--- src/rtl/fpga_cam_wr_sched_if.sv ---
// Request and CAM-write bundle between requesters and the write scheduler.
// Latency: wires only. Backpressure: req_ready is the only throttle toward requesters.
// Ports: req_valid/req_ready handshake, per-requester addr/patt/mask/kbit,
//        done/busy status, cam_wEn + cam_wAddr/wPatt/wMask/wKbit to CAM port 0.
interface fpga_cam_wr_sched_if #(
  parameter int NREQ  = 4,
  parameter int AW    = 6,
  parameter int WIDTH = 36,
  parameter int KW    = 16
);
  logic [NREQ-1:0]             req_valid;
  logic [NREQ-1:0]             req_ready;
  logic [NREQ-1:0][AW-1:0]     req_addr;
  logic [NREQ-1:0][WIDTH-1:0]  req_patt;
  logic [NREQ-1:0][WIDTH-1:0]  req_mask;
  logic [NREQ-1:0][KW-1:0]     req_kbit;
  logic [NREQ-1:0]             done;
  logic                        busy;
  logic                        cam_wEn;
  logic [AW-1:0]               cam_wAddr;
  logic [WIDTH-1:0]            cam_wPatt;
  logic [WIDTH-1:0]            cam_wMask;
  logic [KW-1:0]               cam_wKbit;

  // Requester side (and whatever observes the CAM write port).
  modport master (
    output req_valid, req_addr, req_patt, req_mask, req_kbit,
    input  req_ready, done, busy,
    input  cam_wEn, cam_wAddr, cam_wPatt, cam_wMask, cam_wKbit
  );

  // Scheduler side.
  modport slave (
    input  req_valid, req_addr, req_patt, req_mask, req_kbit,
    output req_ready, done, busy,
    output cam_wEn, cam_wAddr, cam_wPatt, cam_wMask, cam_wKbit
  );
endinterface

--- src/rtl/fpga_cam_wr_sched.sv ---
// Round-robin scheduler that serialises requester writes onto the multi-cycle CAM write port.
// Latency: grant combinational in IDLE; cam_wEn for WCYC cycles, then SETTLE cycles, done on the last.
// Backpressure: req_ready held 0 outside IDLE; requesters keep valid asserted until granted.
// Ports: clk, rst (async, active-high), bus (slave modport: requests in, grant/done/busy/CAM write out).
module fpga_cam_wr_sched #(
  parameter int NREQ   = 4,
  parameter int AW     = 6,
  parameter int WIDTH  = 36,
  parameter int KW     = 16,
  parameter int WCYC   = 64,
  parameter int SETTLE = 2
) (
  input logic                clk,
  input logic                rst,
  fpga_cam_wr_sched_if.slave bus
);
  localparam int GW   = (NREQ > 1) ? $clog2(NREQ) : 1;
  // One counter serves both the write and settle phases, so size it for the longer one.
  localparam int CMAX = (WCYC > SETTLE) ? WCYC : SETTLE;
  localparam int CW   = $clog2(CMAX + 1);

  localparam logic [CW-1:0] WLAST = CW'(WCYC - 1);
  localparam logic [CW-1:0] SLAST = CW'(SETTLE - 1);
  localparam logic [GW-1:0] GMAX  = GW'(NREQ - 1);

  typedef enum logic [1:0] {
    ST_IDLE   = 2'd0,
    ST_WRITE  = 2'd1,
    ST_SETTLE = 2'd2
  } state_t;

  state_t           state, state_nx;
  logic [CW-1:0]    cnt, cnt_nx;
  logic [GW-1:0]    ptr, ptr_nx;
  logic [GW-1:0]    grant_q;
  logic [AW-1:0]    addr_q;
  logic [WIDTH-1:0] patt_q;
  logic [WIDTH-1:0] mask_q;
  logic [KW-1:0]    kbit_q;

  logic             found;
  logic [GW-1:0]    win;
  logic [GW-1:0]    idx;
  logic             capture;
  logic [NREQ-1:0]  ready;
  logic [NREQ-1:0]  done_pulse;

  // Round-robin pick: first valid requester at or after ptr, wrapping mod NREQ.
  always_comb begin
    found = 1'b0;
    win   = ptr;
    idx   = '0;
    for (int i = 0; i < NREQ; i++) begin
      idx = GW'((int'(ptr) + i) % NREQ);
      if (!found && bus.req_valid[idx]) begin
        found = 1'b1;
        win   = idx;
      end
    end
  end

  always_ff @(posedge clk or posedge rst) begin
    if (rst) begin
      state <= ST_IDLE;
      cnt   <= '0;
      ptr   <= '0;
    end else begin
      state <= state_nx;
      cnt   <= cnt_nx;
      ptr   <= ptr_nx;
    end
  end

  always_comb begin
    state_nx   = state;
    cnt_nx     = cnt;
    ptr_nx     = ptr;
    capture    = 1'b0;
    ready      = '0;
    done_pulse = '0;
    case (state)
      ST_IDLE: begin
        if (found) begin
          ready[win] = 1'b1;
          capture    = 1'b1;
          cnt_nx     = '0;
          state_nx   = ST_WRITE;
        end
      end
      ST_WRITE: begin
        if (cnt == WLAST) begin
          cnt_nx   = '0;
          state_nx = ST_SETTLE;
        end else begin
          cnt_nx = cnt + CW'(1);
        end
      end
      ST_SETTLE: begin
        if (cnt == SLAST) begin
          done_pulse[grant_q] = 1'b1;
          // Advancing past the winner is what keeps a continuously-valid requester
          // from being granted twice in a row while another is waiting.
          ptr_nx   = (grant_q == GMAX) ? '0 : grant_q + GW'(1);
          cnt_nx   = '0;
          state_nx = ST_IDLE;
        end else begin
          cnt_nx = cnt + CW'(1);
        end
      end
      default: begin
        state_nx = ST_IDLE;
        cnt_nx   = '0;
      end
    endcase
  end

  // Requester fields are sampled only at the handshake; the CAM sees these
  // registers, so later input changes cannot disturb a write in flight.
  always_ff @(posedge clk or posedge rst) begin
    if (rst) begin
      grant_q <= '0;
      addr_q  <= '0;
      patt_q  <= '0;
      mask_q  <= '0;
      kbit_q  <= '0;
    end else if (capture) begin
      grant_q <= win;
      addr_q  <= bus.req_addr[win];
      patt_q  <= bus.req_patt[win];
      mask_q  <= bus.req_mask[win];
      kbit_q  <= bus.req_kbit[win];
    end
  end

  // ready is combinational from req_valid, so it must also be forced low while
  // rst is held; everything else derives from async-reset state.
  assign bus.req_ready = rst ? '0 : ready;
  assign bus.done      = rst ? '0 : done_pulse;
  assign bus.busy      = (state != ST_IDLE);
  assign bus.cam_wEn   = (state == ST_WRITE);
  assign bus.cam_wAddr = addr_q;
  assign bus.cam_wPatt = patt_q;
  assign bus.cam_wMask = mask_q;
  assign bus.cam_wKbit = kbit_q;
endmodule

--- src/flat_wrapper.sv ---
// flat-port wrapper written by rule: the top's interface ports become plain ports
module fpga_cam_wr_sched_flat 
#(
  parameter int NREQ   = 4,
  parameter int AW     = 6,
  parameter int WIDTH  = 36,
  parameter int KW     = 16,
  parameter int WCYC   = 64,
  parameter int SETTLE = 2
)
  (clk, rst, bus_req_valid, bus_req_addr, bus_req_patt, bus_req_mask, bus_req_kbit, bus_req_ready, bus_done, bus_busy, bus_cam_wEn, bus_cam_wAddr, bus_cam_wPatt, bus_cam_wMask, bus_cam_wKbit);
  fpga_cam_wr_sched_if #(.NREQ(NREQ), .AW(AW), .WIDTH(WIDTH), .KW(KW)) bus_i ();
  input logic clk;
  input logic rst;
  input wire logic [$bits(bus_i.req_valid)-1:0] bus_req_valid;
  input wire logic [$bits(bus_i.req_addr)-1:0] bus_req_addr;
  input wire logic [$bits(bus_i.req_patt)-1:0] bus_req_patt;
  input wire logic [$bits(bus_i.req_mask)-1:0] bus_req_mask;
  input wire logic [$bits(bus_i.req_kbit)-1:0] bus_req_kbit;
  output wire logic [$bits(bus_i.req_ready)-1:0] bus_req_ready;
  output wire logic [$bits(bus_i.done)-1:0] bus_done;
  output wire logic [$bits(bus_i.busy)-1:0] bus_busy;
  output wire logic [$bits(bus_i.cam_wEn)-1:0] bus_cam_wEn;
  output wire logic [$bits(bus_i.cam_wAddr)-1:0] bus_cam_wAddr;
  output wire logic [$bits(bus_i.cam_wPatt)-1:0] bus_cam_wPatt;
  output wire logic [$bits(bus_i.cam_wMask)-1:0] bus_cam_wMask;
  output wire logic [$bits(bus_i.cam_wKbit)-1:0] bus_cam_wKbit;
  assign bus_i.req_valid = bus_req_valid;
  assign bus_i.req_addr = bus_req_addr;
  assign bus_i.req_patt = bus_req_patt;
  assign bus_i.req_mask = bus_req_mask;
  assign bus_i.req_kbit = bus_req_kbit;
  assign bus_req_ready = bus_i.req_ready;
  assign bus_done = bus_i.done;
  assign bus_busy = bus_i.busy;
  assign bus_cam_wEn = bus_i.cam_wEn;
  assign bus_cam_wAddr = bus_i.cam_wAddr;
  assign bus_cam_wPatt = bus_i.cam_wPatt;
  assign bus_cam_wMask = bus_i.cam_wMask;
  assign bus_cam_wKbit = bus_i.cam_wKbit;
  fpga_cam_wr_sched #(.NREQ(NREQ), .AW(AW), .WIDTH(WIDTH), .KW(KW), .WCYC(WCYC), .SETTLE(SETTLE)) u_core (.clk(clk), .rst(rst), .bus(bus_i));
endmodule
--- config.mk ---
export PLATFORM = sky130hd
export DESIGN_NAME = fpga_cam_wr_sched_flat
export DESIGN_NICKNAME = d
export VERILOG_FILES = /design/src/rtl/fpga_cam_wr_sched_if.sv /design/src/rtl/fpga_cam_wr_sched.sv /design/src/flat_wrapper.sv
export SDC_FILE = /design/constraint.sdc
export NUM_CORES = 1
export LEC_CHECK = 0
export ABC_CLOCK_PERIOD_IN_PS = 11200
export CORE_AREA = 2 2 188 190
export DETAILED_ROUTE_END_ITERATION = 8
export DIE_AREA = 0 0 190 192
export GPL_ROUTABILITY_DRIVEN = 0
export GPL_TIMING_DRIVEN = 0
export HOLD_SLACK_MARGIN = 0.15
export PLACE_DENSITY_LB_ADDON = 0.3
export SLEW_MARGIN = 20
export SYNTH_ARGS = -nofsm -noshare
export SYNTH_HDL_FRONTEND = slang
export SYNTH_SLANG_ARGS = --single-unit
--- constraint.sdc ---
create_clock -name clk -period 11.2 [get_ports clk]
set_input_delay 1.68 -clock clk [delete_from_list [all_inputs] [get_ports clk]]
set_output_delay 1.68 -clock clk [all_outputs]
set_load 0.1 [all_outputs]
Word-level counts from Yosys, hierarchy flattened:

Index checks and enable logic that the tools add are counted.

* bits of input ports: 382
* logic and storage cells: 85
* register bits: 107
* output and inout bits: 104

* multiplexer cells: 44
* reduce and logical (&&, ||, !) cells: 12
* $add $sub $neg: 5
* equal/unequal tests: 8
* magnitude comparators: 8

Operators with widths (count)
* 36-bit binary-select mux with 2-bit select: 2
* 36-bit two-way mux: 2
* 16-bit binary-select mux with 2-bit select: 1
* 4-bit two-way mux: 6
* 7-bit two-way mux: 3
* 7-bit case mux with 3 select lines: 1
* 2-bit by 3-bit < comparator with 1-bit output, second input constant: 6
* 16-bit two-way mux: 1
* 2-bit two-way mux: 7
* 6-bit binary-select mux with 2-bit select: 1
* 1-bit two-way mux: 12
* 1-bit binary-select mux with 2-bit select: 4
* 7-bit by 1-bit adder with 7-bit output, second input constant: 1
* 7-bit by 1-bit == test with 1-bit output, second input constant: 1
* 7-bit by 6-bit == test with 1-bit output, second input constant: 1
* 6-bit two-way mux: 1
* 2-bit by 1-bit != test with 1-bit output, second input constant: 3
* 2-bit case mux with 3 select lines: 1
* 1-bit logical AND: 5
* 2-bit by 1-bit adder with 2-bit output, second input constant: 2
* 2-bit adder, second input constant: 2
* 1-bit demux with 2-bit select: 2
* 2-bit == test, second input constant: 2
* 2-bit by 1-bit greater-or-equal comparator with 1-bit output, second input constant: 2
* other kinds (6): 8

Depth between registers and ports, before layout:

* word-level depth: 19
* mapped depth: 8
* gate-level depth less buffers: 7

Least setup slack after synthesis:

Ideal clock, no wire load.

* path type: input -> output
* start point: input rst
* end point: output bus_req_ready[0]
* setup slack: 4.509 ns
* arrival time: 5.011 ns
* data required time: 9.520 ns
* path buffers: 0
* cell stages on the path: 2
* path through: inv_1 -> and3_1

* longest elaborated chain between the ends: 1

RTL lines
* start, declared: line flat_wrapper.sv:14 `input logic rst;`
* 4-bit two-way mux: line fpga_cam_wr_sched.sv:137 `assign bus.req_ready = rst ? '0 : ready;`
* end, declared: line flat_wrapper.sv:20 `output wire logic [$bits(bus_i.req_ready)-1:0] bus_req_ready;`

Every way passes these cells.

Worst setup path after layout:

* start point: input bus_req_valid[3]
* end point: output bus_req_ready[0]

* longest elaborated chain between the ends: 19
* elaborated cells between the ends (all ways): 29
* those cells by class: 2 x order compare; 20 x mux; 7 x reduce/logical

RTL lines
* start, declared: line flat_wrapper.sv:15 `input wire logic [$bits(bus_i.req_valid)-1:0] bus_req_valid;`
* 1-bit binary-select mux with 2-bit select: line fpga_cam_wr_sched.sv:55 `if (!found && bus.req_valid[idx]) begin`
* 1-bit two-way mux (implied by the code): line fpga_cam_wr_sched.sv:55
* 1-bit two-way mux: line fpga_cam_wr_sched.sv:55
* 1-bit zero test: line fpga_cam_wr_sched.sv:55
* 1-bit logical AND: line fpga_cam_wr_sched.sv:55
* 1-bit two-way mux: line fpga_cam_wr_sched.sv:55
* 1-bit zero test: line fpga_cam_wr_sched.sv:55
* 1-bit logical AND: line fpga_cam_wr_sched.sv:55
* [... 3 more ...]
* 2-bit two-way mux: line fpga_cam_wr_sched.sv:55
* 2-bit by 3-bit < comparator with 1-bit output (implied by the code) or 2-bit by 1-bit greater-or-equal comparator with 1-bit output (tied branches): line fpga_cam_wr_sched.sv:84 `ready[win] = 1'b1;`
* 1-bit logical AND (implied by the code): line fpga_cam_wr_sched.sv:84
* 1-bit two-way mux (implied by the code): line fpga_cam_wr_sched.sv:84
* 1-bit demux with 2-bit select
* 4-bit two-way mux *: line fpga_cam_wr_sched.sv:83 `if (found) begin`
* 4-bit two-way mux *: line fpga_cam_wr_sched.sv:81 `case (state)`
* 4-bit two-way mux *: line fpga_cam_wr_sched.sv:137

Every way passes the cells marked *; elsewhere a longest branch is shown, timed or not. The select of a mux whose other input is x is not followed.

==> results <==
- Yosys attributes the largest share of cell area to sky130_fd_sc_hd__dfrtp_1 35%, sky130_fd_sc_hd__o31a_1 6.4%, sky130_fd_sc_hd__a21oi_1 6.3%.
- The share of the Yosys chip area taken by registers is 0.345.
- Counting the buffers created by CTS gives 9.
- The cell with the biggest individual delay on the critical path is sky130_fd_sc_hd__clkdlybuf4s50_1.
- After clock tree synthesis, the clock-pin slew on the worst setup and hold paths is 0.08 ns.
- The core region area is 34300 sq um.
- The first global-routing pass estimated 62700 microns of wire.
- The non-filler instance count after layout is 1827.
- After detailed routing, the met2 layer carries 22300 microns of wire.
- The kind of cell with the highest combined delay along the critical path is buffers and inverters.
- The die covers 36500 sq um.
- The clock skew after layout is 0.0108 ns.
- The final total power is 4260 uW.
- The leakage dissipation is 0.00501 uW.
- The number of nets with antenna violations after routing is 0.
- In this run the worst path has a maximum fanout of 10.
- The count of yosys warnings during synthesis is 0.
- Setup repair after global routing left no endpoint under its margin.
- Setup violations remaining at the end of the flow were counted as 0.
- For this design the ratio of total power to cell area is 315 nW/um^2.
- The most used flip-flop cell after synthesis is sky130_fd_sc_hd__dfrtp_1.
- The number of instances in the synthesized netlist is 869.
- The top-level I/O count is 486.
- The number of enable-type register cells in the synthesized netlist is 0.
- The highest clock rate is 0.149 GHz.
- The clock passes through at most 2 buffers.
- Of the available clock period, the critical path in the final layout requires 0.598.
- Dividing the detail-routed wire length by the instance count gives 24.3 microns.
- Buffers inserted to repair hold after CTS numbered 0.
- The fraction of registers with async set or reset after synthesis is 1.00.
- After synthesis the cells add up to 7750 sq um.
- The area share of the largest cell type after synthesis is 0.345.
- Port buffering added 485 buffers.
- The count of pins over their slew limit was 0.
- The final hold violation count was 0.
- The arrival time reported for the critical path endpoint is 5.02 ns.
- For this run, the total global-route usage over all layers was measured as 0.233.
- Detailed placement ended at an HPWL of 34300 microns.
- In the final timing run, aggregate negative setup slack is 0 ns.
- The total placed cells including tap cells is 1810.
- The number of violations reported at the end of detailed-routing iteration 0 is 546.
- For the worst setup path, the data required time is 9.52 ns.
- From synthesis to final layout, the design area changed by 74.2%.
- The startpoint kind of the worst setup timing path is an input pin.
- The critical path goes through clkdlybuf4s50_1 -> buf_6 -> nor4_1 -> a21oi_1 -> o2bb2ai_2 -> buf_2 -> buf_2 -> and3_1 -> clkdlybuf4s50_1.
- The insertion delay of the later-clocked pin in the worst-skew pair is 0.38 ns.
- The number of gates resized after CTS was 0.
- The number of placement rows is 68.
- The first detailed-routing pass took 5 iterations.
- In the routed design, unresolved DRC markers number 0.
- After detailed routing, the number of vias per cell comes to 5.33.
- Averaged over all synthesized cells, the footprint is 8.92 sq um.
- The worst pin sits at a relative slew slack of 0.273.
- The number of vias after detailed routing is 9735.
- The routed length on met1 is 17400 microns.
- Measured along the x axis, the die boundary spans 190 microns.
- Of the cells placed in the final design, the portion with a size suffix greater than 1 is 0.0751.
- The delay of the slowest cell on the worst path is 1.17 ns.
- Once layout is complete, the utilization of the core stands at 0.394.
- The number of storage elements in the synthesis netlist is 107.
- The cell taking the most area after synthesis is sky130_fd_sc_hd__dfrtp_1.
- At the pin with the least slew margin, the transition time is 1.09 ns.
- The number of unique standard cell types used by synthesis is 45.
- Together, buffers and inverters on the worst path number 5.
- Entering global routing, the biggest net connects 58 pins.
- The initial core utilization is 0.226.
- The dominant cell by count in the synthesized netlist is sky130_fd_sc_hd__dfrtp_1.
- After detailed routing, the total wire length is 44400 microns.
- TritonCTS built the clock tree.
- After detailed routing, the met3 layer carries 3230 microns of wire.
- The buffer count from post-CTS setup fixing is 0.
- IR analysis of the VDD net gives a maximum drop of 280 uV.
- In this run the vertical extent of the chip is 192 microns.
- For the finished layout, the period the worst path requires is 6.70 ns.
- After the last flow step, the layout net total stands at 1758.
- In this run the worst hold path is classified as flip-flop to flip-flop.
- The design area is 13500 sq um.
- The via count of the first global-routing pass is 9733.
- The aggregate global routing overflow is 0.
- The initial antenna violation count is 1.
- The level count of the clock H-tree is 3.
- Counting instances in the post-synthesis netlist gives the leading cell types as 107 x sky130_fd_sc_hd__dfrtp_1, 98 x sky130_fd_sc_hd__a21oi_1, 62 x sky130_fd_sc_hd__nor2_1.
- The kind of end point of the critical path is an output pin.
- After detailed placement, the total cell area comes to 13200 sq um.
- The uppermost layer routed is met4.
- CTS placed an instance of sky130_fd_sc_hd__clkbuf_16 at the clock tree root.
- Across all register-to-register paths, the minimum setup slack is 8.25 ns.
- The run finished with clean final reports.
- The tool flagged a number of max-cap violations equal to 0.
- Counting every sink on the clock net gives 107.
- The critical path class is input pin to output pin.
- The number of nets handed over by synthesis was 1261.
[logic make-up after synthesis]
| kind of cell | Yosys count | synth area share |
|---|---|---|
| buffers and inverters | 126 | 0.0773 |
| adder cells (fa/ha/maj) | 10 | 0.0161 |
| AND/OR/NAND/NOR | 209 | 0.163 |
| multiplexers | 4 | 0.00581 |
| flip-flops | 107 | 0.345 |
| AO/OA/AOI/OAI | 413 | 0.393 |
[area by class of cell]
type                            count  area (sq um)
Tap cell                          455           569
Inverter                            8          35.0
Fill cell                        3471         20800
Multi-Input combinational cell    636          4480
Sequential cell                   107          2680
Antenna cell                        1          2.50
Timing Repair Buffer              486          4880
Buffer                            118           569
Clock buffer                       10           229
Clock inverter                      6          66.3
[flip-flops by register name, indices dropped and copies added, names as in the netlist]
signal / cells
u_core.bus.cam_wAddr: 6
u_core.ptr: 2
u_core.bus.cam_wKbit: 16
u_core.bus.cam_wPatt: 36
u_core.cnt: 7
u_core.grant_q: 2
u_core.bus.cam_wMask: 36
u_core.state: 2
[report_power, final]
group	switching, uW	leakage, uW	internal, uW
sequential	118	0.00123	580
clock	173	0.000135	174
combinational	2320	0.00365	897
[stage by stage]
step / setup slack (ns) / hold WS [ns]
2_1_floorplan: 4.51 / 0.488
5_1_grt: 4.33 / 0.522
3_3_place_gp: 2.10 / 0.489
3_5_place_dp: 4.49 / 0.497
6_report: 4.50 / 0.512
4_1_cts: 4.49 / 0.515
[per-layer routing]
metal	vias up	global-route usage
met5	-	0
met4	0	0.0990
met3	62	0.0475
met2	503	0.412
met1	4689	0.273
li1	4481	-
[path summary, 6_finish.rpt]
kind / end / start / cells past startpoint
hold reg to reg: u_core.bus.cam_wKbit[4]$_DFFE_PP0P_ / u_core.bus.cam_wKbit[4]$_DFFE_PP0P_ / 1
hold / removal: u_core.bus.cam_wKbit[4]$_DFFE_PP0P_ / u_core.bus.cam_wKbit[4]$_DFFE_PP0P_ / 1
setup / recovery: bus_req_ready[0] / bus_req_valid[3] / 9
setup reg to reg: u_core.grant_q[0]$_DFFE_PP0P_ / u_core.state[0]$_DFFE_PP0P_ / 8
min in group asynchronous: u_core.bus.cam_wMask[20]$_DFFE_PP0P_ / rst / 2
max in group asynchronous: u_core.bus.cam_wMask[13]$_DFFE_PP0P_ / rst / 3
[cells in the final DEF, fill, tap and decap left out, types with 2 or more instances in the layout]
| cell | Yosys | layout |
|---|---|---|
| sky130_fd_sc_hd__o31a_1 | 57 | 57 |
| sky130_fd_sc_hd__nor2_1 | 62 | 62 |
| sky130_fd_sc_hd__clkbuf_1 | 52 | 53 |
| sky130_fd_sc_hd__dfrtp_1 | 107 | 107 |
| sky130_fd_sc_hd__buf_6 | 6 | 6 |
| sky130_fd_sc_hd__o22a_1 | 38 | 38 |
| sky130_fd_sc_hd__a221oi_1 | 56 | 56 |
| sky130_fd_sc_hd__o21ai_1 | 37 | 37 |
| sky130_fd_sc_hd__and2_1 | 6 | 6 |
| sky130_fd_sc_hd__ha_1 | 10 | 10 |
| sky130_fd_sc_hd__nand3_1 | 3 | 3 |
| sky130_fd_sc_hd__o21ai_0 | 33 | 33 |
| sky130_fd_sc_hd__or3_1 | 3 | 3 |
| sky130_fd_sc_hd__mux2_2 | 4 | 4 |
| sky130_fd_sc_hd__and3_1 | 5 | 5 |
| sky130_fd_sc_hd__clkinvlp_4 | 0 | 3 |
| sky130_fd_sc_hd__clkdlybuf4s50_1 | 0 | 485 |
| sky130_fd_sc_hd__a21oi_1 | 98 | 98 |
| sky130_fd_sc_hd__nor3_1 | 4 | 4 |
| sky130_fd_sc_hd__nand4_1 | 40 | 40 |
| sky130_fd_sc_hd__buf_2 | 56 | 56 |
| sky130_fd_sc_hd__o31ai_1 | 31 | 31 |
| sky130_fd_sc_hd__o31ai_2 | 10 | 10 |
| sky130_fd_sc_hd__inv_1 | 8 | 7 |
| sky130_fd_sc_hd__clkbuf_16 | 0 | 9 |
| sky130_fd_sc_hd__and4_1 | 56 | 56 |
| sky130_fd_sc_hd__a22o_1 | 3 | 3 |
| sky130_fd_sc_hd__a221o_1 | 38 | 38 |
| sky130_fd_sc_hd__nand2_1 | 12 | 12 |
| sky130_fd_sc_hd__buf_4 | 3 | 3 |
| sky130_fd_sc_hd__nor4_1 | 2 | 2 |
| sky130_fd_sc_hd__nand2b_1 | 3 | 3 |
| sky130_fd_sc_hd__nor2b_1 | 11 | 11 |
(Power assumes the default switching activity.)
